[config.mk]
export PLATFORM = sky130hd
export DESIGN_NAME = dcache_mem_initiator
export DESIGN_NICKNAME = d
export VERILOG_FILES = /design/src/rtl/dcache_mem_pkg.sv /design/src/rtl/dcache_mem_initiator.sv
export SDC_FILE = /design/constraint.sdc
export NUM_CORES = 1
export LEC_CHECK = 0
export BUFFER_PORTS_ARGS = -buffer_cell sky130_fd_sc_hd__buf_2
export CAP_MARGIN = 20
export CELL_PAD_IN_SITES_DETAIL_PLACEMENT = 1
export CELL_PAD_IN_SITES_GLOBAL_PLACEMENT = 1
export CORE_AREA = 2 2 527 529
export CTS_CLUSTER_DIAMETER = 50
export CTS_CLUSTER_SIZE = 20
export DETAILED_ROUTE_END_ITERATION = 7
export DIE_AREA = 0 0 529 531
export PLACE_DENSITY_LB_ADDON = 0.1
export SYNTH_ARGS = -nofsm -noshare
export SYNTH_HDL_FRONTEND = slang
export SYNTH_SLANG_ARGS = --single-unit
[constraint.sdc]
create_clock -name clk_i -period 5.6 [get_ports clk_i]
set_clock_uncertainty 0.1 [all_clocks]
set_input_delay 1.12 -clock clk_i [delete_from_list [all_inputs] [get_ports clk_i]]
set_output_delay 1.12 -clock clk_i [all_outputs]
set_load 0.05 [all_outputs]
[src/rtl/dcache_mem_pkg.sv]
// Shared request/return types for the write-through dcache memory interface.
package dcache_mem_pkg;

   localparam int unsigned DCACHE_LINE_WIDTH  = 512;
   localparam int unsigned DCACHE_INDEX_WIDTH = 12;
   localparam int unsigned DCACHE_TID_WIDTH   = 8;

   typedef enum logic [1:0] {
      DCACHE_LOAD_REQ  = 2'd0,
      DCACHE_STORE_REQ = 2'd1,
      DCACHE_ATOP_REQ  = 2'd2,
      DCACHE_INT_REQ   = 2'd3
   } dcache_out_t;

   typedef enum logic [2:0] {
      DCACHE_INV_REQ   = 3'd0,
      DCACHE_LOAD_ACK  = 3'd1,
      DCACHE_STORE_ACK = 3'd2,
      DCACHE_ATOP_ACK  = 3'd3,
      DCACHE_INT_ACK   = 3'd4
   } dcache_in_t;

   typedef struct packed {
      logic                          vld;
      logic                          all;
      logic [DCACHE_INDEX_WIDTH-1:0] idx;
   } dcache_inval_t;

   typedef struct packed {
      dcache_out_t                 rtype;
      logic [2:0]                  size;
      logic [63:0]                 paddr;
      logic [63:0]                 data;
      logic                        nc;
      logic [DCACHE_TID_WIDTH-1:0] tid;
   } dcache_req_t;

   typedef struct packed {
      dcache_in_t                   rtype;
      logic [DCACHE_LINE_WIDTH-1:0] data;
      dcache_inval_t                inv;
      logic [DCACHE_TID_WIDTH-1:0]  tid;
   } dcache_rtrn_t;

endpackage

[src/rtl/dcache_mem_initiator.sv]
// Initiator side of the dcache memory interface: issues load/store requests
// with tracked tids and matches returned acks/invalidations against them.
module dcache_mem_initiator
   import dcache_mem_pkg::*;
#(
   parameter int unsigned NumTids       = 4,
   parameter logic [63:0] CachedAddrBeg = 64'h0,
   parameter logic [63:0] CachedAddrEnd = 64'hFFFF_FFFF_FFFF_FFFF,
   localparam int unsigned TidW         = (NumTids > 1) ? $clog2(NumTids) : 1
) (
   input  logic                          clk_i,
   input  logic                          rst_ni,
   input  logic                          cmd_valid_i,
   output logic                          cmd_ready_o,
   input  logic                          cmd_store_i,
   input  logic [2:0]                    cmd_size_i,
   input  logic [63:0]                   cmd_paddr_i,
   input  logic [63:0]                   cmd_data_i,
   output logic                          mem_data_req_o,
   input  logic                          mem_data_ack_i,
   output dcache_req_t                   mem_data_o,
   input  logic                          mem_rtrn_vld_i,
   input  dcache_rtrn_t                  mem_rtrn_i,
   output logic                          rsp_vld_o,
   output logic                          rsp_store_o,
   output logic [TidW-1:0]               rsp_tid_o,
   output logic [DCACHE_LINE_WIDTH-1:0]  rsp_data_o,
   output logic                          inv_vld_o,
   output logic [DCACHE_INDEX_WIDTH-1:0] inv_idx_o,
   output logic                          inv_all_o,
   output logic [TidW:0]                 outstanding_o,
   output logic                          err_o
);

   localparam logic [63:0] LineMask = ~(64'(DCACHE_LINE_WIDTH / 8) - 64'd1);

   typedef enum logic {IDLE, REQ} state_e;

   state_e             state_q, state_d;
   logic [NumTids-1:0] busy_q, alloc_vec, rel_vec;
   logic               free_avail;
   logic [TidW-1:0]    free_tid;
   logic               accept, issue, illegal;
   dcache_req_t        req_q, req_new;
   logic               nc;
   logic               is_ack, tid_in_range, ack_ok, rtrn_bad;
   logic [TidW-1:0]    rtrn_tid;

   // Lowest-index free tid, from the registered busy vector only.
   always_comb begin
      free_tid = '0;
      for (int unsigned i = NumTids; i > 0; i--) begin
         if (!busy_q[i-1]) free_tid = TidW'(i - 1);
      end
   end

   assign free_avail = ~&busy_q;

   always_comb begin
      state_d     = state_q;
      cmd_ready_o = 1'b0;
      case (state_q)
         IDLE: cmd_ready_o = rst_ni & free_avail;
         REQ:  cmd_ready_o = rst_ni & mem_data_ack_i & free_avail;
         default: ;
      endcase
      accept  = cmd_valid_i & cmd_ready_o;
      illegal = accept & cmd_size_i[2];
      issue   = accept & ~cmd_size_i[2];
      case (state_q)
         IDLE: if (issue) state_d = REQ;
         REQ:  if (mem_data_ack_i) state_d = issue ? REQ : IDLE;
         default: state_d = IDLE;
      endcase
   end

   always_comb begin
      nc            = (cmd_paddr_i < CachedAddrBeg) || (cmd_paddr_i >= CachedAddrEnd);
      req_new       = '0;
      req_new.nc    = nc;
      req_new.tid   = DCACHE_TID_WIDTH'(free_tid);
      req_new.size  = cmd_size_i;
      req_new.paddr = cmd_paddr_i;
      if (cmd_store_i) begin
         req_new.rtype = DCACHE_STORE_REQ;
         req_new.data  = cmd_data_i;
      end else begin
         req_new.rtype = DCACHE_LOAD_REQ;
         // Cached loads always fetch a whole line.
         if (!nc) begin
            req_new.size  = 3'b111;
            req_new.paddr = cmd_paddr_i & LineMask;
         end
      end
   end

   always_comb begin
      rtrn_tid     = mem_rtrn_i.tid[TidW-1:0];
      is_ack       = (mem_rtrn_i.rtype == DCACHE_LOAD_ACK) || (mem_rtrn_i.rtype == DCACHE_STORE_ACK);
      tid_in_range = 32'(mem_rtrn_i.tid) < NumTids;
      ack_ok       = mem_rtrn_vld_i & is_ack & tid_in_range & busy_q[rtrn_tid];
      rtrn_bad     = mem_rtrn_vld_i & ~ack_ok & (mem_rtrn_i.rtype != DCACHE_INV_REQ);
      alloc_vec    = '0;
      rel_vec      = '0;
      if (issue)  alloc_vec[free_tid] = 1'b1;
      if (ack_ok) rel_vec[rtrn_tid]   = 1'b1;
   end

   always_comb begin
      outstanding_o = '0;
      for (int unsigned i = 0; i < NumTids; i++) begin
         outstanding_o = outstanding_o + {{TidW{1'b0}}, busy_q[i]};
      end
   end

   always_ff @(posedge clk_i) begin
      if (!rst_ni) state_q <= IDLE;
      else         state_q <= state_d;
   end

   always_ff @(posedge clk_i) begin
      if (!rst_ni) begin
         busy_q      <= '0;
         req_q       <= '0;
         rsp_vld_o   <= 1'b0;
         rsp_store_o <= 1'b0;
         rsp_tid_o   <= '0;
         rsp_data_o  <= '0;
         inv_vld_o   <= 1'b0;
         inv_idx_o   <= '0;
         inv_all_o   <= 1'b0;
         err_o       <= 1'b0;
      end else begin
         busy_q    <= (busy_q & ~rel_vec) | alloc_vec;
         err_o     <= err_o | illegal | rtrn_bad;
         rsp_vld_o <= ack_ok;
         inv_vld_o <= mem_rtrn_vld_i & (mem_rtrn_i.rtype == DCACHE_INV_REQ);
         if (issue) req_q <= req_new;
         if (ack_ok) begin
            rsp_store_o <= (mem_rtrn_i.rtype == DCACHE_STORE_ACK);
            rsp_tid_o   <= rtrn_tid;
            rsp_data_o  <= (mem_rtrn_i.rtype == DCACHE_LOAD_ACK) ? mem_rtrn_i.data : '0;
         end
         if (mem_rtrn_vld_i && mem_rtrn_i.rtype == DCACHE_INV_REQ) begin
            inv_idx_o <= mem_rtrn_i.inv.idx;
            inv_all_o <= mem_rtrn_i.inv.all;
         end
      end
   end

   assign mem_data_req_o = (state_q == REQ);
   assign mem_data_o     = req_q;

endmodule

---- Yosys cells after proc, flatten, opt, wreduce, memory -nomap -nowiden ----
Index checks and enable logic that the tools add are counted.
Widths: inputs -> output; s select.
storage, ports and cells
  bits in registers ....................... 672
  bits of input ports ..................... 674
  output and inout port bits .............. 678
  word-level logic and storage cells ...... 78
cells by class
  add/subtract/negate cells ............... 3
  $lt $le $gt $ge ......................... 7
  equal/unequal tests ..................... 2
  muxes and demuxes ....................... 21
  bitwise gates (word level) .............. 20
  reductions and logical operators ........ 9
operators by type and width
  kind                  count
  $mux 512              1
  $mux 67               2
  $ge 64x64->1 const B  1
  $lt 64x1->1 const B   1
  $mux 64               1
  $and 1x1->1           12
  $lt 8x3->1 const B    1
  $mux 2                4
  $mux 4                2
  $lt 2x3->1 const B    2
  $mux 1                6
  $and 4x4->4           1
  $demux 1 s2           2
  $ge 2x1->1 const B    2
  $not 4->4             1
  $or 4x4->4            1
  $pmux 1 s2            2
  $reduce_and 4->1      1
  $add 2x1->3           1
  $add 3x1->3           1
  $eq 3x1->1 const B    1
  $eq 3x2->1 const B    1
  $logic_and 1x1->1     3
  $logic_not 3->1       1
  other kinds (7)       11

---- Logic depth before layout (Yosys ltp) ----
Gate-level depths: netlist of the first run.
  word-level depth ........................ 10
  mapped depth ............................ 8
  depth with buffers taken out ............ 5

---- Least setup slack after synthesis of the first run ----
OpenSTA, ideal clock, no wires.
  kind .................................... in2out
  start point ............................. input port rst_ni
  end point ............................... output port cmd_ready_o
  arrival ................................. 1,889 ps
  required time ........................... 4,380 ps
  setup slack ............................. 2,491 ps
  stages .................................. 2
  buffers on the path ..................... 1
  path through ............................ clkbuf_1 > and3_1
on the way
  word-level cells in the longest chain between the ends .. 3
  elaborated cells on any way between the ends .. 4
  those cells by class .................... mux (1); bitwise (3)
ends and longest elaborated chain
  item                      line                        source
  start: declaration        dcache_mem_initiator.sv:12  input logic rst_ni,
  $and 1x1->1 (2 in a row)  dcache_mem_initiator.sv:64  REQ: cmd_ready_o = rst_ni & mem_data_ack_i & free_avail;
  $pmux 1 s2 *              dcache_mem_initiator.sv:62  case (state_q)
  end: declaration          dcache_mem_initiator.sv:14  output logic cmd_ready_o,
Every way passes the cells marked *; elsewhere a longest branch is shown, timed or not.

---- Worst setup path after layout of the first run ----
  start point ............................. register busy_q[0]
  end point ............................... output port outstanding_o[1]
on the way
  word-level cells in the longest chain between the ends .. 3
ends and longest elaborated chain
  item                      line                         source
  start: declaration        dcache_mem_initiator.sv:40   logic [NumTids-1:0] busy_q, alloc_vec, rel_vec;
  start signal: assignment  dcache_mem_initiator.sv:134  busy_q <= (busy_q & ~rel_vec) | alloc_vec;
  $add 1x1->2               dcache_mem_initiator.sv:112  outstanding_o = outstanding_o + {{TidW{1'b0}}, busy_q[i]};
  $add 2x1->3               dcache_mem_initiator.sv:112
  $add 3x1->3               dcache_mem_initiator.sv:112
  end: declaration          dcache_mem_initiator.sv:31   output logic [TidW:0] outstanding_o,
Every way passes these cells.

==> results of run 1 <==
## through the flow
step	area (um2)	utilization	std cells	setup WS [ns]
floorplan	24700	-	3024	2.49
global placement	35200	0.128	7748	1.37
detailed placement	35200	0.128	7748	1.37
CTS	40900	0.149	8045	1.42
global route	40900	0.149	8065	1.40
finish	41000	0.149	8095	1.59
## per-layer routing
layer | track usage | wire length [um] | vias to the layer above
li1 | - | - | 13000
met1 | 0.131 | 67700 | 13000
met2 | 0.216 | 89400 | 1233
met3 | 0.0713 | 23300 | 432
met4 | 0.0486 | 6840 | 106
met5 | 0 | 657 | -
## area by class of cell
type | instances | area (um2) | area share
inverter | 8 | 37.5 | 0.000915
clock inverter | 58 | 867 | 0.0211
sequential | 671 | 13400 | 0.327
timing repair buffer | 1408 | 7500 | 0.183
tap | 3607 | 4510 | 0.110
antenna | 50 | 125 | 0.00305
clock buffer | 239 | 4880 | 0.119
multi-input combinational | 2054 | 9670 | 0.236
## cell usage in the layout, fill, tap and decap left out, types with 3 or more instances in the layout
master	count
ha_1	3
nand4_1	20
conb_1	7
diode_2	50
clkbuf_16	172
buf_4	43
buf_2	1342
nand2_1	729
a21oi_1	655
mux2i_1	8
nand3_1	564
dfxtp_1	671
and2_1	7
inv_6	3
inv_1	7
buf_12	23
o21ai_0	4
nor2_1	4
clkbuf_8	32
clkinv_2	26
nand3_2	17
o22ai_1	6
nor4_1	5
clkinvlp_4	5
bufinv_16	19
clkbuf_1	35
## worst paths after layout
kind	endpoint	slack (ns)	cells past startpoint	start
worst max-delay path	outstanding_o[1]	1.59	6	busy_q[0]$_SDFF_PN0_
worst min-delay path	rsp_data_o[200]$_SDFFE_PN0P_	0.34	2	rsp_data_o[200]$_SDFFE_PN0P_
worst min register to register	rsp_data_o[200]$_SDFFE_PN0P_	0.34	2	rsp_data_o[200]$_SDFFE_PN0P_
worst max register to register	rsp_data_o[201]$_SDFFE_PN0P_	2.67	6	busy_q[2]$_SDFF_PN0_
## worst register-to-register path, stage by stage (launching register included)
cell and delay, ns:
dfxtp_1 0.40, mux4_2 0.52, nand4_1 0.18, buf_4 0.38, buf_12 0.64, nand2_1 0.45
a21oi_1 0.16
## cell usage after synthesis, types with 2 or more instances
| library cell | number |
|---|---|
| nor2_1 | 4 |
| buf_1 | 10 |
| inv_1 | 7 |
| dfxtp_1 | 671 |
| ha_1 | 3 |
| buf_6 | 34 |
| nand2_1 | 729 |
| mux2i_1 | 8 |
| o311ai_0 | 2 |
| o22ai_1 | 6 |
| nand4_1 | 20 |
| clkbuf_1 | 173 |
| buf_8 | 10 |
| buf_4 | 8 |
| buf_2 | 55 |
| and4_1 | 2 |
| o21ai_0 | 4 |
| nand3_1 | 564 |
| nand3_2 | 17 |
| o2bb2ai_1 | 2 |
| a21oi_1 | 655 |
| and2_1 | 7 |
| and3_1 | 2 |
| nor4_1 | 5 |
| nor3b_1 | 2 |
## cell families after synthesis
group | count (synthesis)
AOI/OAI and AO/OA | 676
and+or+nand+nor | 1357
buffers and inverters | 299
other | 1
adders and majority gates | 4
xor gates and xnor gates | 1
muxes | 9
DFF | 671
## sequential cells by signal (all words and copies together) (netlist names)
name,cells
rsp_vld_o,1
inv_vld_o,1
inv_all_o,1
err_o,1
busy_q,4
rsp_tid_o,2
rsp_data_o,512
mem_data_o,135
inv_idx_o,12
rsp_store_o,1
mem_data_req_o,1
## power by group through the flow
stage / Combinational, mW / Clock (mW) / Sequential, mW
final: 0.724 / 10.2 / 4.84
after global routing: 0.791 / 10.8 / 4.83
after CTS: 0.754 / 10.6 / 4.84
after detailed placement: 0.752 / 0 / 4.93
after global placement: 0.753 / 0 / 4.92
after floorplan: 0.198 / 0 / 5.02
==> flow_summary.json, run 1 <==
{
  "status": "complete, no violations",
  "nNetsFinal": 4991,
  "required_ns": 4.38,
  "p_per_area_mw_per_mm2": 383,
  "drc": 0,
  "path_class": "flop to primary output",
  "synth_top_area_frac": 0.545,
  "cp_num_buf_inv": 3,
  "drt_first_iter_violations": 925,
  "core_mm2": 0.275,
  "period_share": 0.717,
  "die-area_mm2": 0.281,
  "synth-simple-area-share": 0.244,
  "p_leak_nw": 16.5,
  "max_freq_mhz": 249,
  "dp_hpwl_mm": 143,
  "ant_nets": 0,
  "fp-row-count": 193,
  "wirelength_mm": 188,
  "setup_viol": 0,
  "synth_seq_cells": 671,
  "synth_ff_type": "dfxtp_1",
  "drive_gt1_frac": 0.381,
  "clock_latency_ns": 0.80,
  "synth_top_family_by_area": "simple AND/OR/NAND/NOR gates",
  "cts_tree": "yes",
  "crit_chain": "inv_1 > fa_1 > inv_1 > ha_1 > ha_1 > buf_2",
  "postCtsSetupRepairBufs": 0,
  "grt_use_total": 0.128,
  "synth_largest_area_cell": "dfxtp_1",
  "clock-root-buffer": "clkbuf_16",
  "synth_edf_count": 0,
  "grt_remaining_overflow": 0,
  "wl_per_cell_um": 23.2,
  "holdBufCountCts": 0,
  "clkPwrFrac": 0.646,
  "yosysSeqAreaShare": 0.545,
  "grt_max_degree": 168,
  "rsz0062_at_grt": "false",
  "syn_inst": 3018,
  "synth_xor_area_frac": 0.000355,
  "ys_types": 43,
  "synthMuxAreaShare": 0.00416,
  "grt_antenna_before_repair": 167,
  "start_util": 0.0896,
  "power_switching_mw": 3.78,
  "io_pins": 1352,
  "clkSlewWorstSetupHoldPaths_ns": 0.04,
  "grt_pass1_wl_mm": 251,
  "numCtsBuffers": 170,
  "hold_viol_final": 0,
  "synth_fa_ha_area_frac": 0.00233,
  "nFillCells": 32700,
  "fin_setup_tns_ns": 0,
  "peakVddDrop_v": 0.000178,
  "tightest_slew_ns": 1.03,
  "cts.htree.levels": 4,
  "start_kind": "flop",
  "post_cts_resize_count": 0,
  "cp_data_arrival_time_ns": 2.79,
  "syn_avg_cell_area_um2": 8.17,
  "clkSinkCount": 671,
  "finalCriticalPeriod_ns": 4.01,
  "syn2layout_area_growth_pct": 66.3,
  "port_buffers": 1343,
  "routabilityCongestion": 0.771,
  "cp_max_fo": 8,
  "maxSlewViolCount": 0,
  "async_reset_ff_frac": 0,
  "clk_path_buf_depth": 4,
  "max_stage_delay_ns": 0.56,
  "netlist_area_mm2": 0.0247,
  "p_total_mw": 15.7,
  "die_w_um": 529,
  "p_int_mw": 11.9,
  "slew_headroom": 0.310,
  "seq_power_share": 0.308,
  "p_sw_frac": 0.241,
  "post_drt_via_cell_ratio": 3.43,
  "first_pass_iters": 5,
  "dieHeight_um": 531,
  "comb_power_share": 0.046,
  "dr_total_vias": 27800,
  "hold_slack_ns": 0.344,
  "worst_path_max_delay_cell": "fa_1",
  "crit_path_end_kind": "primary output",
  "cp_top_family": "adder cells",
  "grt_pass1_vias": 29000,
  "drv_cap": 0,
  "synth_compound_area_frac": 0.139,
  "ys_top_cells_by_area": "dfxtp_1 54%, a21oi_1 13%, nand3_1 11%",
  "hp-class": "flop to flop",
  "ys.warnings.count": 0
}
No activity file was read; power rests on OpenSTA's default activity.
==> run 2: changes to the inputs <==
CORE_AREA = 2 2 528 530   (was 2 2 527 529)
DIE_AREA = 0 0 530 532   (was 0 0 529 531)
clock period = 3.99 ns   (was 5.6 ns; I/O delays follow)
==> run 2 against run 1 <==
  * Clock-buffer cell count down 1
  * Cell count is 1.5% higher
  * Die area grew 0.38%
  * Highest routed layer unchanged
==> flow_summary.json, run 2 (synthesis results as in run 1) <==
{
  "cp-endpoint": "outstanding_o[1]",
  "setup_viol": 0,
  "postCtsSetupRepairBufs": 0,
  "p_leak_nw": 16.7,
  "seq_power_share": 0.303,
  "cts_tree": "yes",
  "start_kind": "flop",
  "rr_worst_depth": 6,
  "fp-row-count": 193,
  "nFillCells": 32800,
  "power_switching_mw": 5.34,
  "clkSlewWorstSetupHoldPaths_ns": 0.05,
  "reg2reg_slack_ns": 1.50,
  "holdBufCountCts": 0,
  "preCtsSetupSlack_ns": 0.626,
  "grt_remaining_overflow": 0,
  "crit_path_end_kind": "primary output",
  "tightest_slew_ns": 0.943,
  "drv_cap": 0,
  "drt_first_iter_violations": 834,
  "postPlaceCellArea_mm2": 0.0355,
  "top_register": "rsp_data_o",
  "clock-root-buffer": "clkbuf_16",
  "rsz0062_at_grt": "false",
  "hold_viol_final": 0,
  "fin_area_mm2": 0.0415,
  "grt_pass1_vias": 29200,
  "cp_max_fo": 8,
  "comb_power_share": 0.046,
  "die_w_um": 530,
  "required_ns": 3.09,
  "fin_setup_tns_ns": 0,
  "status": "complete, no violations",
  "dr_total_vias": 27900,
  "cts.htree.levels": 4,
  "first_pass_iters": 5,
  "finalCriticalPeriod_ns": 3.58,
  "gr-usage-met3": 0.0733,
  "p_total_mw": 22.4,
  "cp_data_arrival_time_ns": 2.69,
  "rr_endpoint": "rsp_data_o[313]$_SDFFE_PN0P_",
  "peakVddDrop_v": 0.000268,
  "hp-class": "primary input to flop",
  "wirelength_mm": 189,
  "use_met2": 0.216,
  "slew_headroom": 0.370,
  "port_buffers": 1343,
  "path_class": "flop to primary output",
  "post_cts_resize_count": 0,
  "largest_reg_flops": 512,
  "period_share": 0.898,
  "dieHeight_um": 532,
  "numCtsBuffers": 167,
  "drc": 0,
  "met1_usage": 0.132,
  "clkSinkCount": 671,
  "io_pins": 1352,
  "post_drt_via_cell_ratio": 3.40,
  "hold_slack_ns": 0.140,
  "p_sw_frac": 0.238,
  "wl_per_cell_um": 23.0,
  "reg2reg_from": "busy_q[2]$_SDFF_PN0_",
  "syn2layout_area_growth_pct": 68.4,
  "grt_use_total": 0.128,
  "startpoint": "busy_q[0]$_SDFF_PN0_",
  "p_per_area_mw_per_mm2": 539,
  "die-area_mm2": 0.282,
  "final_cell_mix": "1343 x buf_2, 729 x nand2_1, 671 x dfxtp_1",
  "clock_latency_ns": 0.79,
  "clk_path_buf_depth": 4,
  "hp-start": "mem_rtrn_i[81]",
  "start_util": 0.0894,
  "grt_max_degree": 79,
  "grt_antenna_before_repair": 171,
  "routabilityCongestion": 0.791,
  "ant_nets": 0,
  "p_int_mw": 17.1,
  "max_freq_mhz": 279,
  "fin_ws_ns": 0.406,
  "maxSlewViolCount": 0,
  "top_usage_layer": "met2",
  "nNetsFinal": 5010,
  "final_common_cell": "buf_2",
  "clkPwrFrac": 0.651,
  "grt_pass1_wl_mm": 253,
  "dp_hpwl_mm": 146,
  "core_mm2": 0.276,
  "drive_gt1_frac": 0.387
}
-- run 2: changes by cell type in the layout (fill, tap and decap cells not counted) --
cell	previous run	this run
clkbuf_8	32	39
buf_4	43	56
inv_6	3	1
bufinv_16	19	22
nor4b_1	0	1
clkinvlp_4	5	10
buf_12	23	31
diode_2	50	47
clkbuf_1	35	27
nor4b_2	1	0
buf_2	1342	1343
inv_16	2	1
-- run 2: metrics by stage --
step / std cells / util
6_report: 8216 / 0.151
5_1_grt: 8190 / 0.150
4_1_cts: 8169 / 0.150
3_5_place_dp: 7868 / 0.129
3_3_place_gp: 7868 / 0.129
2_1_floorplan: 3024 / -
-- run 2: worst min-delay path by stage --
stage / end / slack (ns) / depth (start not counted)
after detailed placement: rsp_data_o[458]$_SDFFE_PN0P_ / 0.34 / 2
final: rsp_data_o[59]$_SDFFE_PN0P_ / 0.14 / 3
after CTS: rsp_data_o[449]$_SDFFE_PN0P_ / 0.02 / 3
after global routing: rsp_data_o[55]$_SDFFE_PN0P_ / 0.08 / 3
after global placement: rsp_data_o[453]$_SDFFE_PN0P_ / 0.34 / 2
after floorplan: mem_data_o[0]$_SDFFE_PN0P_ / 0.42 / 2
-- run 2: cell type report --
| cell class | count | area, um2 | area share |
|---|---|---|---|
| inverter | 8 | 37.5 | 0.000903 |
| clock buffer | 238 | 4940 | 0.119 |
| tap | 3705 | 4640 | 0.112 |
| multi-input combinational | 2054 | 9660 | 0.233 |
| clock inverter | 63 | 957 | 0.0230 |
| antenna | 47 | 118 | 0.00283 |
| timing repair buffer | 1430 | 7760 | 0.187 |
| sequential | 671 | 13400 | 0.323 |
-- run 2: layer usage --
metal / vias up / wire (um)
met4: 124 / 6440
met5: - / 746
met3: 454 / 24300
li1: 13000 / -
met2: 1243 / 88600
met1: 13100 / 68700
-- run 2: critical path, stage by stage (launching register included) --
cell and delay, ns:
dfxtp_1 0.48, inv_1 0.15, fa_1 0.55, inv_1 0.04
ha_1 0.17, ha_1 0.26, buf_2 0.27
-- run 2: power by group through the flow --
stage               sequential (mW)  combinational, mW  clock, mW
floorplan                      7.05              0.278          0
global placement               6.91               1.07          0
detailed placement             6.91               1.06          0
CTS                            6.79               1.07       15.2
global route                   6.78               1.12       15.5
finish                         6.79               1.02       14.6
